File: src/rtl/uart_rx_pkg.sv
`default_nettype none
// ============================================================================
// Module   : uart_rx_pkg
// Brief    : Shared state encodings, default widths and parity constants for
//            the UART receive controller.
// Revision : 1.0
// ============================================================================
package uart_rx_pkg;

    localparam int DEF_DATA_WIDTH     = 8;
    localparam int DEF_PRESCALE_WIDTH = 5;

    localparam logic PAR_EVEN = 1'b0;
    localparam logic PAR_ODD  = 1'b1;

    typedef enum logic [2:0] {
        IDLE   = 3'd0,
        START  = 3'd1,
        DATA   = 3'd2,
        PARITY = 3'd3,
        STOP   = 3'd4
    } rx_state_e;

endpackage
`default_nettype wire

File: src/rtl/uart_rx_edge_bit_counter.sv
`default_nettype none
// ============================================================================
// Module   : uart_rx_edge_bit_counter
// Brief    : Oversampling edge counter with end-of-bit strobe and a data-bit
//            counter advanced on every end-of-bit.
// Revision : 1.0
// ============================================================================
module uart_rx_edge_bit_counter
    import uart_rx_pkg::*;
#(
    parameter int PRESCALE_WIDTH = DEF_PRESCALE_WIDTH,
    parameter int BIT_CNT_WIDTH  = 4
) (
    input  logic                      CLK,
    input  logic                      Reset,
    input  logic                      enable_i,
    input  logic                      edge_clr_i,
    input  logic                      bit_clr_i,
    input  logic [PRESCALE_WIDTH-1:0] prescale_i,
    output logic [PRESCALE_WIDTH-1:0] edge_count_o,
    output logic                      end_of_bit_o,
    output logic [BIT_CNT_WIDTH-1:0]  bit_count_o
);

    logic [PRESCALE_WIDTH-1:0] edge_q;
    logic [BIT_CNT_WIDTH-1:0]  bit_q;
    logic [PRESCALE_WIDTH-1:0] last_edge;

    assign last_edge    = prescale_i - PRESCALE_WIDTH'(1);
    assign end_of_bit_o = enable_i && !edge_clr_i && (edge_q == last_edge);
    assign edge_count_o = edge_q;
    assign bit_count_o  = bit_q;

    // A disabled counter sits at zero so the first enabled cycle is edge 0.
    always_ff @(posedge CLK or negedge Reset) begin
        if (!Reset) begin
            edge_q <= '0;
            bit_q  <= '0;
        end else begin
            if (!enable_i || edge_clr_i || end_of_bit_o) begin
                edge_q <= '0;
            end else begin
                edge_q <= edge_q + PRESCALE_WIDTH'(1);
            end

            if (bit_clr_i) begin
                bit_q <= '0;
            end else if (end_of_bit_o) begin
                bit_q <= bit_q + BIT_CNT_WIDTH'(1);
            end
        end
    end

endmodule
`default_nettype wire

File: src/rtl/uart_rx_ctrl.sv
`default_nettype none
// ============================================================================
// Module   : uart_rx_ctrl
// Brief    : UART receive controller around the RX data sampler: start check,
//            LSB-first deserialisation, optional parity and stop checks.
//            Optional break detection via UART_RX_BREAK_DETECT_EN.
// Revision : 1.0
// ============================================================================
module uart_rx_ctrl
    import uart_rx_pkg::*;
#(
    parameter int DATA_WIDTH     = DEF_DATA_WIDTH,
    parameter int PRESCALE_WIDTH = DEF_PRESCALE_WIDTH
) (
    input  logic                      CLK,
    input  logic                      Reset,
    input  logic                      S_Data,
    input  logic [PRESCALE_WIDTH-1:0] Prescale,
    input  logic                      PAR_EN,
    input  logic                      PAR_TYP,
    input  logic                      sampled,
    input  logic                      Sampled_bit,
    output logic [PRESCALE_WIDTH-1:0] edge_count,
    output logic                      S_EN,
    output logic [DATA_WIDTH-1:0]     P_DATA,
    output logic                      Data_Valid,
    output logic                      Par_err,
    output logic                      Stop_err
`ifdef UART_RX_BREAK_DETECT_EN
    ,
    output logic                      Break_det
`endif
);

    localparam int                     BIT_CNT_WIDTH = $clog2(DATA_WIDTH + 1);
    localparam logic [BIT_CNT_WIDTH-1:0] LAST_BIT    = BIT_CNT_WIDTH'(DATA_WIDTH - 1);

    rx_state_e                 state_q;
    logic [DATA_WIDTH-1:0]     shift_q;
    logic [PRESCALE_WIDTH-1:0] prescale_q;
    logic                      par_en_q;
    logic                      par_typ_q;
    logic                      par_fail_q;

    logic                      start_block;
    logic                      start_edge;
    logic                      false_start;
    logic                      end_of_bit;
    logic [BIT_CNT_WIDTH-1:0]  bit_count;

    assign start_edge  = (state_q == IDLE) && !S_Data && !start_block;
    assign S_EN        = (state_q != IDLE) || start_edge;
    assign false_start = (state_q == START) && sampled && Sampled_bit;

    uart_rx_edge_bit_counter #(
        .PRESCALE_WIDTH (PRESCALE_WIDTH),
        .BIT_CNT_WIDTH  (BIT_CNT_WIDTH)
    ) u_counter (
        .CLK          (CLK),
        .Reset        (Reset),
        .enable_i     (S_EN),
        .edge_clr_i   (false_start),
        .bit_clr_i    (state_q != DATA),
        .prescale_i   (prescale_q),
        .edge_count_o (edge_count),
        .end_of_bit_o (end_of_bit),
        .bit_count_o  (bit_count)
    );

    always_ff @(posedge CLK or negedge Reset) begin
        if (!Reset) begin
            state_q    <= IDLE;
            shift_q    <= '0;
            prescale_q <= '0;
            par_en_q   <= 1'b0;
            par_typ_q  <= 1'b0;
            par_fail_q <= 1'b0;
            P_DATA     <= '0;
            Data_Valid <= 1'b0;
            Par_err    <= 1'b0;
            Stop_err   <= 1'b0;
        end else begin
            Data_Valid <= 1'b0;
            case (state_q)
                IDLE: begin
                    if (start_edge) begin
                        state_q    <= START;
                        prescale_q <= Prescale;
                        par_en_q   <= PAR_EN;
                        par_typ_q  <= PAR_TYP;
                        par_fail_q <= 1'b0;
                        Par_err    <= 1'b0;
                        Stop_err   <= 1'b0;
                    end
                end
                START: begin
                    if (false_start) begin
                        state_q <= IDLE;
                    end else if (end_of_bit) begin
                        state_q <= DATA;
                    end
                end
                DATA: begin
                    if (sampled) begin
                        shift_q <= {Sampled_bit, shift_q[DATA_WIDTH-1:1]};
                    end
                    if (end_of_bit && (bit_count == LAST_BIT)) begin
                        state_q <= par_en_q ? PARITY : STOP;
                    end
                end
                PARITY: begin
                    if (sampled) begin
                        par_fail_q <= Sampled_bit ^ (^shift_q) ^ (par_typ_q == PAR_ODD);
                    end
                    if (end_of_bit) begin
                        state_q <= STOP;
                    end
                end
                STOP: begin
                    if (sampled) begin
                        Stop_err <= ~Sampled_bit;
                        Par_err  <= par_en_q & par_fail_q;
                        if (Sampled_bit && !(par_en_q && par_fail_q)) begin
                            P_DATA     <= shift_q;
                            Data_Valid <= 1'b1;
                        end
                    end
                    // Leaving on the last edge lets a start bit follow with no gap.
                    if (end_of_bit) begin
                        state_q <= IDLE;
                    end
                end
                default: state_q <= IDLE;
            endcase
        end
    end

`ifdef UART_RX_BREAK_DETECT_EN
    logic                      brk_now;
    logic                      brk_seen_q;
    logic                      brk_wait_q;
    logic [PRESCALE_WIDTH-1:0] brk_idle_q;
    logic [PRESCALE_WIDTH-1:0] brk_last;

    assign brk_now     = (state_q == STOP) && sampled && !Sampled_bit && (shift_q == '0);
    assign brk_last    = prescale_q - PRESCALE_WIDTH'(1);
    assign start_block = brk_wait_q;

    // After a break the line must rest high for a full bit before re-arming.
    always_ff @(posedge CLK or negedge Reset) begin
        if (!Reset) begin
            Break_det  <= 1'b0;
            brk_seen_q <= 1'b0;
            brk_wait_q <= 1'b0;
            brk_idle_q <= '0;
        end else begin
            Break_det <= brk_now;
            if (brk_now) begin
                brk_seen_q <= 1'b1;
            end
            if ((state_q == STOP) && end_of_bit) begin
                brk_seen_q <= 1'b0;
                if (brk_seen_q || brk_now) begin
                    brk_wait_q <= 1'b1;
                    brk_idle_q <= '0;
                end
            end else if ((state_q == IDLE) && brk_wait_q) begin
                if (!S_Data) begin
                    brk_idle_q <= '0;
                end else if (brk_idle_q == brk_last) begin
                    brk_wait_q <= 1'b0;
                    brk_idle_q <= '0;
                end else begin
                    brk_idle_q <= brk_idle_q + PRESCALE_WIDTH'(1);
                end
            end
        end
    end
`else
    assign start_block = 1'b0;
`endif

endmodule
`default_nettype wire

File: config.mk
export PLATFORM = sky130hd
export DESIGN_NAME = uart_rx_ctrl
export DESIGN_NICKNAME = d
export VERILOG_FILES = /design/src/rtl/uart_rx_pkg.sv /design/src/rtl/uart_rx_edge_bit_counter.sv /design/src/rtl/uart_rx_ctrl.sv
export SDC_FILE = /design/constraint.sdc
export NUM_CORES = 1
export LEC_CHECK = 0
export ABC_CLOCK_PERIOD_IN_PS = 4980
export CORE_UTILIZATION = 33
export CTS_BUF_LIST = sky130_fd_sc_hd__clkbuf_4 sky130_fd_sc_hd__clkbuf_8
export DETAILED_ROUTE_END_ITERATION = 12
export GPL_TIMING_DRIVEN = 1
export PLACE_DENSITY = 0.55
export SYNTH_ARGS = -nofsm -noshare
export SYNTH_HDL_FRONTEND = slang
export SYNTH_SLANG_ARGS = --single-unit
File: constraint.sdc
create_clock -name CLK -period 4.98 [get_ports CLK]
set_input_delay 0.747 -clock CLK [delete_from_list [all_inputs] [get_ports CLK]]
set_output_delay 0.747 -clock CLK [all_outputs]
set_load 0.01 [all_outputs]
==> results.txt <==
Vias post-DR = 1,328
Die height = 77.0 microns
Clk_skew = 0.00405 ns
Clock Sinks = 39
RSZ-0062 raised after global routing = false
Util after Layout = 43.5%
Combinational power share = 38.5%
Die ar. = 5930 sq um
Crit Path Category = in2out
Wire length per cell = 12.9 microns
Vias per cell = 4.74
Initial antenna violation count = 0
DRC errors left = 0
Switching power share of the total = 35.5%
Ant diodes = 0
Bufs on Longest Clock Path = 2
Min Clock Period, post-route = 2.57 ns
Vias in the first global route = 1,302
Num CTS Buffers = 5
Synth Area in Simple Gates = 17.9%
Area grow syn2layout = 23.6%
GRT Total Usage = 13.7%
CP max stage delay = 0.51 ns
Max VDD drop = 0.162 mV
Critical path arrival = 1.82 ns
Share of the synthesized area in the top cell type = 52.6%
Post_cts resized = 0
Path depth of the worst reg2reg path = 7
Final net count = 224
Area contributors post-synth = dfrtp_1 (53%), mux2_2 (7.9%), nand2_1 (7.9%)
Total wire length = 3630 microns
Clk_lat worst skew = 0.29 ns
Most used cell, CP = clkdlybuf4s50_1
CTS tree = done
Clk slew on worst S/H paths = 0.07 ns
LEAKAGE = 1.01 nW
Clock share of power = 18.9%
Internal Pwr Total = 742 uW
Max Slew Vio Count = 0
Synth Area in Compound Gates = 8.02%
Primary FF master, synth = dfrtp_1
Mux contribution to synthesized area = 8.43%
Relative slew slack = 22.8%
Dpl hpwl = 2530 microns
Final setup violation count = 0
Status = complete, no violations
Root buffer cell = clkbuf_8
Critical path endpoint category = output port
Syn. warnings = 0
Net Sw Power = 409 uW
Synthesized area = 1860 sq um
Least-Margin Pin Slew = 1.15 ns
Fin. Hold Viols = 0
First-pass iteration count of the detailed router = 4
Setup TNS = 0 ns
Core area = 5270 sq um
Hold Path Class = reg2reg
# H-tree levels = 2
CP Depth = 3
Cts hold-fix bufs = 0
Synth Area in Adders = 2.02%
Worst-path cell chain = clkdlybuf4s50_1, nand3_1, clkdlybuf4s50_1
Post-synth net total = 193
Row cnt = 26
Number of port buffers = 28
Synthesized flop and latch total = 39
CP max FO = 3
Mapped Cells = 178
Async set or reset register ratio after synthesis = 100%
Sequential share of power = 42.6%
Placed Area = 2200 sq um
Worst path required time = 4.23 ns
Fmax = 389 MHz
PwrDens = 502 nW/um^2
First DRT Iteration DRCs = 73
Worst setup margin = 2.41 ns
First-pass GRT wire length = 6270 microns
Share of cells above drive strength 1 = 12.9%
WHS Path Cells = 2
RePlAce Congestion = 0.766
Post-Synth XOR/XNOR Area = 8.97%
Critical path launch point type = primary input
Syn Area/Cell = 10.4 sq um
Largest net degree at the start of global routing = 40
Main combinational cell family by area after synthesis = simple AND/OR/NAND/NOR gates
Die W = 77.0 microns
Initial core utilization = 35.2%
Max-cap violations = 0
Ports = 29
Sequential fraction of the synthesis area = 52.6%
# Post-CTS Setup Buffers = 0
Delay-heaviest family, CP = buffers and inverters
Tcrit/Tclk final = 51.6%
Slowest CP cell = clkdlybuf4s50_1
Detail Route Antenna Nets = 0
Buf+Inv Stages, Crit Path = 2
Synth cell types = 35
Fill count = 534
EDFF count, synth = 0
GRT overflow = 0
Cell taking the most area after synthesis = dfrtp_1
Final Cell Area = 2290 sq um
Dpl ws = 2.18 ns
Commonest cells in the netlist = dfrtp_1 (39), nand2_1 (39), mux2_2 (13), xnor2_1 (13), o21ai_0 (11)
routing by layer:
| metal | track usage (%) | share of wire, % |
|---|---|---|
| met1 | 18.5 | 52 |
| met2 | 19.8 | 43 |
| met3 | 4.17 | 3.6 |
| met4 | 6.79 | 1.4 |
| met5 | 0 | 0 |
worst paths after layout:
kind	start	endpoint	slack (ns)
max in group asynchronous	Reset	P_DATA[4]	3.85
min in group asynchronous	Reset	prescale_q[1]	0.58
setup / recovery	S_Data	S_EN	2.41
hold / removal	P_DATA[4]	P_DATA[4]	0.47
setup reg to reg	prescale_q[0]	u_counter.bit_count_o[3]	2.77
hold reg to reg	P_DATA[4]	P_DATA[4]	0.47
registers in the layout (all words and copies together), names as in the netlist:
| name | cells |
|---|---|
| prescale_q | 5 |
| Data_Valid | 1 |
| par_en_q | 1 |
| u_counter.edge_count_o | 5 |
| par_fail_q | 1 |
| Par_err | 1 |
| u_counter.bit_count_o | 4 |
| shift_q | 8 |
| state_q | 3 |
| par_typ_q | 1 |
| P_DATA | 8 |
| Stop_err | 1 |
power by group through the flow:
| stage | Sequential [mW] | Combinational [mW] | Clock (mW) |
|---|---|---|---|
| after floorplan | 0.469 | 0.350 | 0 |
| after global placement | 0.496 | 0.448 | 0 |
| after detailed placement | 0.496 | 0.446 | 0 |
| after CTS | 0.491 | 0.449 | 0.230 |
| after global routing | 0.504 | 0.488 | 0.238 |
| final | 0.491 | 0.443 | 0.218 |
layout make-up:
class	instances	area (sq um)	area share [%]
sequential	39	976	42.6
clock inverter	1	5.00	0.218
multi-input combinational	130	847	36.9
tap	70	87.6	3.82
clock buffer	7	83.8	3.66
timing repair buffer	28	275	12.0
inverter	5	18.8	0.818
placed cells by master (no fill, tap or decap), types with 2 or more instances in the layout:
cell type / netlist / routed
dfrtp_1: 39 / 39
nand2_1: 39 / 39
clkdlybuf4s50_1: 0 / 27
xnor2_1: 13 / 13
mux2_2: 13 / 13
o21ai_0: 11 / 11
nand3_1: 8 / 8
nor2_1: 7 / 7
xor2_1: 6 / 6
clkbuf_8: 0 / 5
inv_1: 4 / 4
nand2b_1: 3 / 3
or3_1: 3 / 3
a21oi_1: 3 / 3
ha_1: 3 / 3
o2111ai_1: 2 / 2
clkbuf_4: 0 / 2
tightest hold or removal path, cell delays in order (launching register included):
cell and delay, ns:
dfrtp_1 0.34, nand2_1 0.05, nand2_1 0.05
through the flow:
| step | cells | total power, mW | hold WS [ns] |
|---|---|---|---|
| after global routing | 280 | 1.23 | 0.504 |
| after detailed placement | 272 | 0.942 | 0.462 |
| final | 280 | 1.15 | 0.474 |
| after global placement | 272 | 0.944 | 0.460 |
| after floorplan | 178 | 0.820 | 0.451 |
| after CTS | 280 | 1.17 | 0.482 |
logic make-up after synthesis:
| logic type | after synthesis |
|---|---|
| flip-flops | 39 |
| XOR/XNOR | 19 |
| AND/OR/NAND/NOR | 71 |
| multiplexers | 14 |
| adder cells (fa/ha/maj) | 3 |
| AO/OA/AOI/OAI | 23 |
| buffers and inverters | 9 |
Power figures use the tool's default switching activity.
